[config.mk]
export PLATFORM = sky130hd
export DESIGN_NAME = keypad_scanner
export DESIGN_NICKNAME = d
export VERILOG_FILES = /design/src/rtl/keypad_scanner.sv
export SDC_FILE = /design/constraint.sdc
export NUM_CORES = 1
export LEC_CHECK = 0
export BUFFER_PORTS_ARGS = -buffer_cell sky130_fd_sc_hd__buf_4
export CORE_MARGIN = 2
export CORE_UTILIZATION = 30
export DETAILED_ROUTE_END_ITERATION = 10
export PLACE_DENSITY = 0.52
export RECOVER_POWER = 25
export SLEW_MARGIN = 40
export SYNTH_ARGS = -nofsm -noshare
export SYNTH_HDL_FRONTEND = slang
export SYNTH_SLANG_ARGS = --single-unit
export TNS_END_PERCENT = 100
[constraint.sdc]
create_clock -name clk -period 2.03 [get_ports clk]
set_input_delay 0.3045 -clock clk [delete_from_list [all_inputs] [get_ports clk]]
set_output_delay 0.3045 -clock clk [all_outputs]
set_load 0.05 [all_outputs]
[src/rtl/keypad_scanner.sv]
// keypad_scanner: 4x4 active-low matrix keypad scanner with per-key debounce.
// Define KEYPAD_AUTOREPEAT_EN to emit repeat key_valid pulses while a key stays pressed.
module keypad_scanner #(
  parameter int SCAN_DIV = 25000,
  parameter int DEBOUNCE = 4,
  parameter int REPEAT   = 50
) (
  input  logic       clk,
  input  logic       rst,
  input  logic [3:0] row,
  output logic [3:0] col,
  output logic [3:0] key_code,
  output logic       key_valid,
  output logic       key_held
);

  typedef enum logic [1:0] {
    SCAN    = 2'd0,
    CONFIRM = 2'd1,
    HELD    = 2'd2
  } state_t;

  localparam int DIV_W = (SCAN_DIV > 1) ? $clog2(SCAN_DIV) : 1;
  localparam logic [DIV_W-1:0] DIV_LAST = DIV_W'(SCAN_DIV - 1);
  // An out-of-range configuration degrades to single-sample acceptance.
  localparam logic [3:0] DEB_N =
    (DEBOUNCE < 1 || DEBOUNCE > 15 || REPEAT < 1) ? 4'd1 : 4'(DEBOUNCE);

`ifdef KEYPAD_AUTOREPEAT_EN
  localparam int REP_W = (REPEAT > 1) ? $clog2(REPEAT + 1) : 1;
  localparam logic [REP_W-1:0] REP_LAST = REP_W'(REPEAT - 1);
  logic [REP_W-1:0] rep_cnt_reg, rep_cnt_next;
`endif

  logic [3:0]       row_meta_reg, row_sync_reg;
  state_t           state_reg, state_next;
  logic [DIV_W-1:0] div_cnt_reg, div_cnt_next;
  logic [1:0]       col_idx_reg, col_idx_next;
  logic [1:0]       row_idx_reg, row_idx_next;
  logic [3:0]       match_cnt_reg, match_cnt_next;
  logic [3:0]       rel_cnt_reg, rel_cnt_next;
  logic [3:0]       key_code_reg, key_code_next;
  logic             key_valid_reg, key_valid_next;
  logic             key_held_reg, key_held_next;
  logic             sample_pt;
  logic             accept;
  logic [1:0]       accept_row;
  logic [1:0]       low_row;

  assign sample_pt = (div_cnt_reg == DIV_LAST);

  // Exactly one column driven low, selected by the column index.
  for (genvar gi = 0; gi < 4; gi++) begin : g_col
    assign col[gi] = (col_idx_reg != 2'(gi));
  end

  assign key_code  = key_code_reg;
  assign key_valid = key_valid_reg;
  assign key_held  = key_held_reg;

  // Lowest-index low row wins when several rows are pulled down together.
  always_comb begin
    low_row = 2'd0;
    for (int i = 3; i >= 0; i--) begin
      if (!row_sync_reg[i]) low_row = 2'(i);
    end
  end

  always_comb begin
    state_next     = state_reg;
    div_cnt_next   = sample_pt ? '0 : div_cnt_reg + 1'b1;
    col_idx_next   = col_idx_reg;
    row_idx_next   = row_idx_reg;
    match_cnt_next = match_cnt_reg;
    rel_cnt_next   = rel_cnt_reg;
    key_code_next  = key_code_reg;
    key_valid_next = 1'b0;
    key_held_next  = key_held_reg;
    accept         = 1'b0;
    accept_row     = row_idx_reg;
`ifdef KEYPAD_AUTOREPEAT_EN
    rep_cnt_next   = rep_cnt_reg;
`endif
    if (sample_pt) begin
      unique case (state_reg)
        SCAN: begin
          if (row_sync_reg != 4'hF) begin
            row_idx_next   = low_row;
            accept_row     = low_row;
            match_cnt_next = 4'd1;
            if (DEB_N == 4'd1) accept = 1'b1;
            else               state_next = CONFIRM;
          end else begin
            col_idx_next = col_idx_reg + 2'd1;
          end
        end
        CONFIRM: begin
          if (!row_sync_reg[row_idx_reg]) begin
            match_cnt_next = match_cnt_reg + 4'd1;
            if (match_cnt_reg + 4'd1 == DEB_N) accept = 1'b1;
          end else begin
            state_next     = SCAN;
            match_cnt_next = '0;
            col_idx_next   = col_idx_reg + 2'd1;
          end
        end
        HELD: begin
`ifdef KEYPAD_AUTOREPEAT_EN
          if (rep_cnt_reg == REP_LAST) begin
            rep_cnt_next   = '0;
            key_valid_next = !row_sync_reg[row_idx_reg];
          end else begin
            rep_cnt_next = rep_cnt_reg + 1'b1;
          end
`endif
          if (row_sync_reg[row_idx_reg]) begin
            if (rel_cnt_reg + 4'd1 == DEB_N) begin
              state_next    = SCAN;
              key_held_next = 1'b0;
              rel_cnt_next  = '0;
              col_idx_next  = col_idx_reg + 2'd1;
`ifdef KEYPAD_AUTOREPEAT_EN
              rep_cnt_next  = '0;
`endif
            end else begin
              rel_cnt_next = rel_cnt_reg + 4'd1;
            end
          end else begin
            rel_cnt_next = '0;
          end
        end
        default: state_next = SCAN;
      endcase

      if (accept) begin
        state_next     = HELD;
        key_code_next  = {accept_row, col_idx_reg};
        key_valid_next = 1'b1;
        key_held_next  = 1'b1;
        match_cnt_next = '0;
        rel_cnt_next   = '0;
`ifdef KEYPAD_AUTOREPEAT_EN
        rep_cnt_next   = '0;
`endif
      end
    end
  end

  always_ff @(posedge clk) begin
    if (!rst) begin
      row_meta_reg  <= 4'hF;
      row_sync_reg  <= 4'hF;
      state_reg     <= SCAN;
      div_cnt_reg   <= '0;
      col_idx_reg   <= 2'd0;
      row_idx_reg   <= 2'd0;
      match_cnt_reg <= '0;
      rel_cnt_reg   <= '0;
      key_code_reg  <= 4'd0;
      key_valid_reg <= 1'b0;
      key_held_reg  <= 1'b0;
`ifdef KEYPAD_AUTOREPEAT_EN
      rep_cnt_reg   <= '0;
`endif
    end else begin
      row_meta_reg  <= row;
      row_sync_reg  <= row_meta_reg;
      state_reg     <= state_next;
      div_cnt_reg   <= div_cnt_next;
      col_idx_reg   <= col_idx_next;
      row_idx_reg   <= row_idx_next;
      match_cnt_reg <= match_cnt_next;
      rel_cnt_reg   <= rel_cnt_next;
      key_code_reg  <= key_code_next;
      key_valid_reg <= key_valid_next;
      key_held_reg  <= key_held_next;
`ifdef KEYPAD_AUTOREPEAT_EN
      rep_cnt_reg   <= rep_cnt_next;
`endif
    end
  end

endmodule

* Word-level counts from Yosys, hierarchy flattened
Index checks and enable logic that the tools add are counted.
** Operators by class
- Shift operators :: 0
- Mux-type cells :: 36
- Reductions and logical operators :: 15
- Order comparisons :: 1
- Bitwise logic cells :: 1
- $mul :: 0
- $add $sub $neg :: 4
- Equal/unequal tests :: 17
- Divide/modulo/power cells :: 0
** Operators by type and width (count)
- $mux 2 :: 15
- $mux 4 :: 7
- $add 15x1->15 const B :: 1
- $eq 15x15->1 const B :: 1
- $ne 2x2->1 const B :: 6
- $ne 3x3->1 const B :: 4
- $pmux 2 s3 :: 2
- $mux 1 :: 10
- $add 4x1->4 const B :: 2
- $eq 4x3->1 const B :: 2
- $pmux 4 s2 :: 1
- $reduce_bool 2->1 :: 4
- $reduce_and 2->1 :: 3
- $reduce_and 6->1 :: 1
- $reduce_bool 3->1 :: 2
- $reduce_and 5->1 :: 1
- $ne 4x4->1 const B :: 1
- $reduce_and 4->1 :: 1
- $lt 2x3->1 const B :: 1
- $reduce_and 3->1 :: 1
- $add 2x1->2 const B :: 1
- $bmux 1 s2 :: 1
- $eq 2x1->1 const B :: 1
- $eq 2x2->1 const B :: 1
- other kinds (4) :: 4
** Storage, ports and cells
- Memory bits (writable) :: 0
- Bits of input ports :: 6
- Output and inout bits :: 10
- Memory bits (read-only) :: 0
- Logic and storage cells :: 85
- Memories :: 0
- Latch bits :: 0
- Flip-flop bits (word level) :: 43

* Depth between registers and ports, before layout
Gate-level depths: netlist (run 1).
- Depth in word-level cells :: 8
- Gate-level depth with buffers :: 7
- Mapped depth without buffers :: 6

* Worst setup path after synthesis (run 1)
Ideal clock, no wire load.
- Kind :: register to register
- From :: register div_cnt_reg[0]
- To :: register state_reg[1]
- Library setup time :: 0.123 ns
- Arrival :: 1.562 ns
- Clock period less this slack :: 1.685 ns
- Setup slack :: 0.345 ns
- Path buffers :: 1
- Cell stages (with the launch flop) :: 8
- Data required time :: 1.907 ns
- Path through :: dfxtp_1 -> ha_1 -> and4_1 -> nand4_2 -> buf_6 -> a211oi_2 -> a21boi_1 -> o22ai_1
** On the way
- Word-level cells in the longest chain between the ends :: 2
** Ends and longest elaborated chain
- from (decl) :: RTL line 37 : logic [DIV_W-1:0] div_cnt_reg, div_cnt_next;
- from (signal assigned) :: RTL line 169 : div_cnt_reg <= div_cnt_next;
- $eq 15x15->1 :: RTL line 50 : assign sample_pt = (div_cnt_reg == DIV_LAST);
- $reduce_and 5->1 (no line)
- to (signal assigned) :: RTL line 168 : state_reg <= state_next;
- to (decl) :: RTL line 36 : state_t state_reg, state_next;
No other way between the ends.
A chain may end at the register's enable or synchronous reset.

* Final worst setup path (run 1)
Ends and elaborated chain as after synthesis.

==> qor.csv, run 1 <==
stage;metric;value;unit
status;status;complete, no violations;
power_and_ir_drop;power;1480;uW
hold_path;hold_class;primary input to flop;
drt;route.detailed.drc;0;
timing;maxSlewViolCount;0;
timing;tns;0;ns
timing;period_minus_slack;1.80;ns
synthesis;syn_inst;232;
critical_path;endpoint_kind;flop;
critical_path;critPathBufInv;1;
clock_tree;cts_setup_buffers;0;
drt;drtIter0Drc;60;
critical_path;path_delay_family;compound AO/OA/AOI/OAI gates;
drt;post_drt_wl_per_cell;11.4;um
drt;wl_met1;2.03;mm
place;post-place-ws;0.222;ns
critical_path;reg2regPathDepth;7;
drt;num_vias;1617;
global_route;antenna_found_initial;0;
finish;final_cells;351;
hold_path;min_path_cells;2;
clock_tree;insertion_delay;0.29;ns
critical_path;crit_fanout;10;
finish;syn2layout_area_growth;15.0;%
drt;met2_length;1.83;mm
finish;nFillCells;727;
clock_tree;cts_hold_buffers;0;
synthesis;synth_nets;246;
global_route;grt_pass1_wl;7.13;mm
timing;clock.fmax;555;MHz
finish;fin_nets;268;
timing;timing.hold.ws;0.188;ns
clock_tree;cts_tree;yes;
timing;timing.slew.headroom;29.8;%
critical_path;worst-path-stages;7;
clock_tree;cts-root-buf;clkbuf_8;
floorplanning;dieArea;0.00776;sq mm
synthesis;synthFlopType;dfxtp_1;
floorplanning;core_area;0.00683;sq mm
place;gp_routability_congestion;0.778;
timing;skew;0.00970;ns
synthesis;synth.distinct_cells;48;
synthesis;synth_edf_count;0;
synthesis;yosys_warnings;0;
floorplanning;io_pins;16;
critical_path;crit_chain;ha_1, and4_1, nand4_2, buf_4, a211oi_2, a21boi_1, o22ai_1;
critical_path;arrival;1.97;ns
power_and_ir_drop;powerDensity;605;mW/mm^2
clock_tree;clk_pin_slew;0.09;ns
drt;top_layer;met4;
clock_tree;cts_htree_levels;2;
clock_tree;cts_resized;0;
floorplanning;initial_core_util;31.1;%
critical_path;slowest_stage;dfxtp_1;
floorplanning;die_width;88.1;um
clock_tree;cts_sinks;43;
timing;hold_viol;0;
drt;dr_wl_met3;80;um
synthesis;synth_area;0.00212;sq mm
timing;rsz0062_at_grt;no;
job;max_cap_viol_count;0;
global_route;overflow;0;
finish;antenna_cells;0;
drt;drtPass1Iterations;5;
global_route;track_usage;11.6;%
synthesis;ys_ff_latch;43;
floorplanning;placementRows;30;
floorplanning;fp.dieH;88.1;um
drt;via_per_inst;4.61;
critical_path;crit_path_start_kind;flop;
synthesis;ys_seq_area_share;40.6;%
finish;largest_reg_flops;15;
synthesis;avgSynthCellArea;9.15;sq um
clock_tree;numCtsBuffers;5;
timing;setup_ws;0.227;ns
timing;setup_viol;0;
finish;drive_gt1_share;14.9;%
critical_path;worstSetupPathType;flop to flop;
synthesis;async_flop_share;0;%
critical_path;worstPathRequired;2.20;ns
place;dp.cells;343;
timing;period_share;88.8;%
power_and_ir_drop;ir_drop;0.324;mV
place;dp_hpwl;2.85;mm
drt;ant_nets;0;
global_route;grt_pass1_vias;1569;
drt;wl;4.00;mm
finish;final_common_cell;dfxtp_1;
place;io_buffers;15;
finish;final_cell_mix;43 x dfxtp_1, 24 x nand2_1, 23 x nor2_1;
timing;worstMarginPinSlew;1.05;ns
global_route;grt_max_degree;25;
clock_tree;cts.path.max_buffers;2;
power_and_ir_drop;power.leakage;0.000961;uW
critical_path;max_stage_delay;0.35;ns
-- layer usage --
layer | track usage (%) | vias up
met3 | 1.98 | 4
met5 | 0 | -
met2 | 18.3 | 20
li1 | - | 843
met1 | 15.6 | 750
met4 | 5.23 | 0
-- area by class of cell --
class | instances | area, sq um | area share, %
multi-input cells | 171 | 1180 | 48.4
flip-flops and latches | 43 | 861 | 35.3
repair buffers | 22 | 143 | 5.84
well taps | 96 | 120 | 4.92
clock buffers | 5 | 68.8 | 2.82
inverters | 11 | 41.3 | 1.69
clock inverters | 3 | 25.0 | 1.03
-- power breakdown --
part,internal (uW),leakage (uW),switching (uW)
clock network,246,0.0000443,305
registers,855,0.000349,8.23
logic,26.9,0.000568,35.9
total,1130,0.000961,349
-- synth_stat cells, types with 2 or more instances --
| master | n | share of area, % |
|---|---|---|
| clkbuf_1 | 3 | 0.53 |
| mux2i_1 | 14 | 6.6 |
| o21ai_0 | 7 | 1.7 |
| nand2b_1 | 11 | 3.2 |
| nand3_1 | 7 | 1.7 |
| a21oi_1 | 12 | 2.8 |
| inv_1 | 11 | 1.9 |
| or3_1 | 4 | 1.2 |
| nor3b_1 | 2 | 0.71 |
| nor2_1 | 23 | 4.1 |
| and3_1 | 5 | 1.5 |
| xor2_1 | 9 | 3.7 |
| nand4_1 | 6 | 1.8 |
| nor3_1 | 2 | 0.47 |
| buf_2 | 3 | 0.71 |
| nand2_1 | 24 | 4.2 |
| xnor2_1 | 4 | 1.7 |
| and3b_1 | 2 | 0.83 |
| ha_1 | 8 | 4.7 |
| nand4b_1 | 2 | 0.83 |
| mux2_2 | 2 | 1.1 |
| dfxtp_1 | 43 | 41 |
| a21o_2 | 2 | 0.83 |
| and4_1 | 2 | 0.83 |
-- worst register-to-register path: stages, from the launching register on --
cell and delay [ns]:
dfxtp_1 0.35, ha_1 0.18, and4_1 0.21, nand4_2 0.17
buf_4 0.23, a211oi_2 0.25, a21boi_1 0.21, o22ai_1 0.10
-- metrics by stage --
stage / utilization (%) / area [sq um]
finish: 35.7 / 2440
CTS: 36.1 / 2460
global route: 35.7 / 2440
detailed placement: 34.7 / 2370
global placement: 34.7 / 2370
floorplan: - / 2120
-- kinds of logic after synthesis --
kind of cell	count (synthesis)	share of synthesized area [%]
flops	43	40.6
simple gates	101	27.0
xor+xnor	13	5.37
mux	17	8.37
buf+inv	18	3.71
fa+ha+maj	8	4.72
compound gates	32	10.3
-- final timing paths --
kind	start	endpoint	slack [ns]
worst max-delay path	div_cnt_reg[0]	state_reg[1]	0.23
worst min-delay path	row[3]	row_meta_reg[3]	0.19
worst max register to register	div_cnt_reg[0]	state_reg[1]	0.23
worst min register to register	row_meta_reg[1]	row_sync_reg[1]	0.41
(Power assumes the default switching activity.)
==> inputs of run 2 (changes only) <==
Settings changed: CELL_PAD_IN_SITES_DETAIL_PLACEMENT set to 1, CELL_PAD_IN_SITES_GLOBAL_PLACEMENT set to 1, PLACE_DENSITY 0.52 to 0.61.
==> run 2 against run 1 <==
Net effect: sequential share of layout area fell by 0.83 points; critical path type unchanged; cell area rose by 2.4%; flip-flop and latch count did not move; highest routed layer unchanged; critical endpoint is now col_idx_reg[1]; combinational power rose by 8.1%; cell count rose by 0.28%; die area did not move; sequential power barely moved.
==> qor.csv, run 2 (same netlist as run 1, synthesis figures left out) <==
stage;metric;value;unit;change
status;status;complete, no violations;;
timing;period_share;92.5;%;+3.7 points
place;io_buffers;15;;unchanged
finish;drive_gt1_share;15.2;%;+0.33 points
hold_path;hold_class;primary input to flop;;
finish;antenna_cells;0;;unchanged
finish;final_cell_mix;43 x dfxtp_1, 24 x nand2_1, 23 x nor2_1;;
drt;wl;4.62;mm;+16%
clock_tree;cts.path.max_buffers;2;;unchanged
global_route;grt_max_degree;25;;unchanged
job;max_cap_viol_count;0;;unchanged
critical_path;reg2reg_from;div_cnt_reg[0];;
floorplanning;core_area;0.00683;sq mm;unchanged
global_route;grt_pass1_vias;1663;;+6.0%
place;gp_routability_congestion;0.739;;-4.9%
clock_tree;cts-root-buf;clkbuf_8;;
critical_path;reg2reg_slack;0.15;ns;-0.08 ns
global_route;antenna_found_initial;0;;unchanged
floorplanning;fp.dieH;88.1;um;unchanged
clock_tree;cts_tree;yes;;
clock_tree;numCtsBuffers;5;;unchanged
global_route;grt_pass1_wl;8.02;mm;+13%
place;placed_area;0.00238;sq mm;+0.32%
floorplanning;dieArea;0.00776;sq mm;unchanged
power_and_ir_drop;powerDensity;691;mW/mm^2;+14%
timing;worstMarginPinSlew;1.00;ns;-0.0529 ns
critical_path;crit_fanout;8;;-2
power_and_ir_drop;power.leakage;0.00100;uW;+4.4%
critical_path;worstPathRequired;2.22;ns;+0.02 ns
critical_path;crit_path_start;div_cnt_reg[0];;
hold_path;min_path_cells;2;;unchanged
timing;hold_viol;0;;unchanged
floorplanning;die_width;88.1;um;unchanged
clock_tree;cts_setup_buffers;0;;unchanged
critical_path;crit_path_start_kind;flop;;
clock_tree;cts_sinks;43;;unchanged
clock_tree;insertion_delay;0.30;ns;about the same
drt;route.detailed.drc;0;;unchanged
finish;fin_util;36.6;%;+0.86 points
floorplanning;io_pins;16;;unchanged
finish;largest_reg_flops;15;;unchanged
critical_path;path_delay_family;simple AND/OR/NAND/NOR gates;;
drt;via_per_inst;4.72;;+2.4%
critical_path;crit_chain;ha_1, and4_1, nand4_2, buf_4, a21oi_1, nand3_1, mux2i_1;;
drt;drtPass1Iterations;4;;-1
clock_tree;clk_pin_slew;0.09;ns;about the same
critical_path;slowest_stage;dfxtp_1;;
timing;clock.fmax;532;MHz;-4.0%
hold_path;whs_endpoint;row_meta_reg[0];;
drt;post_drt_wl_per_cell;13.1;um;+15%
critical_path;critPathBufInv;1;;unchanged
drt;drtIter0Drc;69;;+15%
critical_path;reg2regPathDepth;7;;unchanged
global_route;overflow;0;;unchanged
global_route;track_usage;13.1;%;+1.5 points
timing;timing.slew.headroom;33.3;%;+3.5 points
critical_path;endpoint_kind;flop;;
timing;maxSlewViolCount;0;;unchanged
drt;ant_nets;0;;unchanged
finish;final_common_cell;dfxtp_1;;
hold_path;hp-start;row[0];;
place;dp_hpwl;3.38;mm;+19%
critical_path;max_stage_delay;0.36;ns;about the same
timing;period_minus_slack;1.88;ns;+0.0754 ns
finish;fin_area;0.00250;sq mm;+2.4%
clock_tree;cts_htree_levels;2;;unchanged
floorplanning;initial_core_util;31.1;%;unchanged
timing;skew;0.00463;ns;-0.00507 ns
power_and_ir_drop;ir_drop;0.313;mV;-3.2%
critical_path;arrival;2.06;ns;+0.09 ns
finish;fin_nets;269;;+0.37%
critical_path;r2r-end;col_idx_reg[1];;
drt;num_vias;1661;;+2.7%
floorplanning;placementRows;30;;unchanged
timing;setup_viol;0;;unchanged
finish;syn2layout_area_growth;17.8;%;
critical_path;worstSetupPathType;flop to flop;;
run 2: cell types whose count changed in the layout (fill, tap and decap cells not counted):
cell / previous run / this run
bufinv_16: 0 / 2
nand3b_4: 0 / 1
clkinv_4: 2 / 0
nand3b_2: 1 / 0
buf_4: 16 / 17
run 2: power by group:
part | internal, uW | switching, uW
clock | 491 | 306
combinational | 28.7 | 39.3
sequential | 855 | 6.92
run 2: layout make-up:
cell class | instances | area [sq um]
flip-flops and latches | 43 | 861
well taps | 96 | 120
repair buffers | 23 | 150
inverters | 11 | 41.3
clock inverters | 3 | 67.6
fillers | 813 | 4330
clock buffers | 5 | 68.8
multi-input cells | 171 | 1190
run 2: timing repair:
action                                  CTS  global route
resized for setup                         0             1
hold buffers                              0             0
endpoints found under the setup margin    0             3
run 2: through the flow:
stage                     total power (uW)  setup WS, ns  instances  hold slack [ns]  setup TNS, ns
final                                 1730         0.151        352            0.183              0
after global routing                  1790       -0.0163        352            0.176        -0.0257
after CTS                             1750         0.150        352            0.178              0
after detailed placement               952         0.173        344            0.396              0
after global placement                 951         0.210        344            0.389              0
after floorplan                        925         0.345        232            0.378              0
run 2: worst reg2reg max path: cells and delay by family, from the launching register on:
kind,cells,cell delay (ns)
AND/OR/NAND/NOR,3,0.67
flip-flops,1,0.36
buffers and inverters,1,0.28
adder cells (fa/ha/maj),1,0.17
multiplexers,1,0.16
AO/OA/AOI/OAI,1,0.13
run 2: worst max-delay path by stage:
stage,end,cells past startpoint
detailed placement,match_cnt_reg[2],6
CTS,key_code[1],6
finish,col_idx_reg[1],7
floorplan,state_reg[1],7
global route,match_cnt_reg[2],6
global placement,match_cnt_reg[2],6
run 2: metal layers:
| layer | vias to the layer above | global-route usage, % | part of all wire (%) |
|---|---|---|---|
| met3 | 4 | 3.11 | 2.1 |
| met5 | - | 0 | 0 |
| met2 | 15 | 22.0 | 48 |
| met1 | 798 | 16.8 | 49 |
| met4 | 0 | 3.72 | 0.74 |
| li1 | 844 | - | - |
==> inputs of run 3 (changes only) <==
Settings changed: CORE_UTILIZATION 30 to 45, PLACE_DENSITY 0.61 to 0.83.
==> run 3 against run 2 <==
Net effect: clock-buffer cell count is 1 higher; clock skew is 0.0045 ns higher; sequential power hardly changed; power is 17% lower; critical path depth stayed put; via count is 1.1% higher; largest power group unchanged.
==> qor.csv, run 3 (same netlist as run 1, synthesis figures left out) <==
stage;metric;value;unit;change
floorplanning;core_area;0.00444;sq mm;-35%
floorplanning;fp.dieH;72.7;um;-18%
drt;drtIter0Drc;91;;+32%
place;io_buffers;15;;unchanged
critical_path;reg2reg_from;div_cnt_reg[0];;
timing;rsz0062_at_grt;no;;
timing;tns;0;ns;unchanged
critical_path;crit_path_start;div_cnt_reg[0];;
clock_tree;cts_tree;yes;;
clock_tree;cts_htree_levels;2;;unchanged
global_route;grt_pass1_vias;1707;;+2.6%
global_route;antenna_found_initial;0;;unchanged
clock_tree;insertion_delay;0.29;ns;about the same
critical_path;crit_fanout;6;;-2
critical_path;crit_path_start_kind;flop;;
finish;syn2layout_area_growth;13.8;%;
timing;clock.fmax;537;MHz;+0.85%
floorplanning;placementRows;24;;-20%
critical_path;worstSetupPathType;flop to flop;;
hold_path;hold_class;primary input to flop;;
clock_tree;clk_pin_slew;0.08;ns;about the same
critical_path;r2r-end;match_cnt_reg[1];;
floorplanning;io_pins;16;;unchanged
finish;largest_reg_flops;15;;unchanged
status;status;complete, no violations;;
floorplanning;initial_core_util;47.7;%;+17 points
clock_tree;numCtsBuffers;5;;unchanged
timing;hold_viol;0;;unchanged
drt;ant_nets;0;;unchanged
place;gp_routability_congestion;0.755;;+2.2%
timing;maxSlewViolCount;0;;unchanged
drt;num_vias;1680;;+1.1%
place;dp_hpwl;3.50;mm;+3.6%
drt;drtPass1Iterations;4;;unchanged
critical_path;endpoint;match_cnt_reg[1];;
power_and_ir_drop;powerDensity;592;mW/mm^2;-14%
hold_path;min_path_cells;2;;unchanged
critical_path;reg2regPathDepth;7;;unchanged
finish;drive_gt1_share;15.6;%;+0.33 points
power_and_ir_drop;ir_drop;0.357;mV;+14%
critical_path;endpoint_kind;flop;;
global_route;grt_max_degree;25;;unchanged
drt;post_drt_wl_per_cell;16.0;um;+22%
clock_tree;cts_hold_buffers;0;;unchanged
finish;final_cell_mix;43 x dfxtp_1, 24 x nand2_1, 23 x nor2_1;;
finish;fin_area;0.00241;sq mm;-3.4%
job;max_cap_viol_count;0;;unchanged
timing;period_share;91.8;%;-0.78 points
global_route;track_usage;20.7;%;+7.6 points
finish;regArea;861;sq um;unchanged
place;placed_area;0.00231;sq mm;-2.6%
timing;worstMarginPinSlew;1.05;ns;+0.0525 ns
timing;timing.slew.headroom;29.8;%;-3.5 points
power_and_ir_drop;power.leakage;0.000988;uW;-1.5%
clock_tree;cts_sinks;43;;unchanged
finish;final_common_cell;dfxtp_1;;
drt;via_per_inst;5.44;;+15%
clock_tree;cts-root-buf;clkbuf_8;;
global_route;overflow;0;;unchanged
critical_path;reg2reg_slack;0.17;ns;+0.02 ns
timing;period_minus_slack;1.86;ns;-0.0159 ns
clock_tree;cts.path.max_buffers;2;;unchanged
timing;setup_viol;0;;unchanged
finish;nFillCells;533;;-34%
drt;wl;4.94;mm;+6.9%
finish;fin_nets;272;;+1.1%
floorplanning;die_width;72.7;um;-18%
finish;fin_util;54.3;%;+18 points
timing;skew;0.00913;ns;+0.00451 ns
finish;antenna_cells;0;;unchanged
critical_path;arrival;2.03;ns;-0.03 ns
drt;route.detailed.drc;0;;unchanged
finish;multiInputGateArea;0.00120;sq mm;+0.95%
critical_path;worstPathRequired;2.20;ns;-0.02 ns
power_and_ir_drop;power;1430;uW;-17%
floorplanning;dieArea;0.00528;sq mm;-32%
global_route;grt_pass1_wl;8.45;mm;+5.2%
[run 3: cell types whose count changed in the layout (fill, tap and decap cells not counted)]
cell / delta
ha_1: -1
bufinv_16: -2
ha_2: +1
clkinvlp_4: -1
clkbuf_1: +1
buf_4: +3
nand4_4: +1
nand4_2: -1
[run 3: worst max-delay path: stages, from the launching register on]
cell	delay [ns]
dfxtp_1	0.37
ha_2	0.25
and4_1	0.25
nand4_4	0.16
nor3_4	0.32
buf_4	0.17
mux2i_1	0.17
nor2_1	0.05
[run 3: area by class of cell]
class / instances / share of cell area [%]
clock buffers: 6 / 3.01
flip-flops and latches: 43 / 35.6
inverters: 11 / 1.71
multi-input cells: 171 / 49.8
repair buffers: 26 / 7.15
well taps: 52 / 2.69
[run 3: through the flow]
step,instances,worst slack (ns),hold slack (ns)
2_1_floorplan,232,0.345,0.378
3_3_place_gp,299,0.252,0.390
3_5_place_dp,299,0.156,0.402
4_1_cts,305,0.0848,0.188
5_1_grt,309,0.0235,0.183
6_report,309,0.167,0.195
[run 3: repair_timing]
item                                    CTS  global route
buffers inserted                          0             4
gates resized for setup                   0             3
endpoints found under the setup margin    0             6
[run 3: worst min path at each step]
stage / from / endpoint / slack (ns)
5_1_grt: row[1] / row_meta_reg[1] / 0.18
4_1_cts: row[3] / row_meta_reg[3] / 0.19
3_3_place_gp: row_meta_reg[1] / row_sync_reg[1] / 0.39
2_1_floorplan: rst / row_meta_reg[2] / 0.38
3_5_place_dp: row_meta_reg[1] / row_sync_reg[1] / 0.40
6_report: row[2] / row_meta_reg[2] / 0.20
[run 3: metal layers]
layer  share of wire (%)  up-vias  GRT usage [%]
met3                 2.1        7           4.56
li1                    -      852              -
met4                 1.1        0           5.35
met1                  47      806           26.6
met5                   0        -              0
met2                  49       15           35.3
[run 3: where the power goes]
| part | internal, uW | switching, uW | total (uW) |
|---|---|---|---|
| clock network | 230 | 270 | 500 |
| logic | 27.1 | 38.4 | 65.5 |
| registers | 855 | 9.23 | 865 |
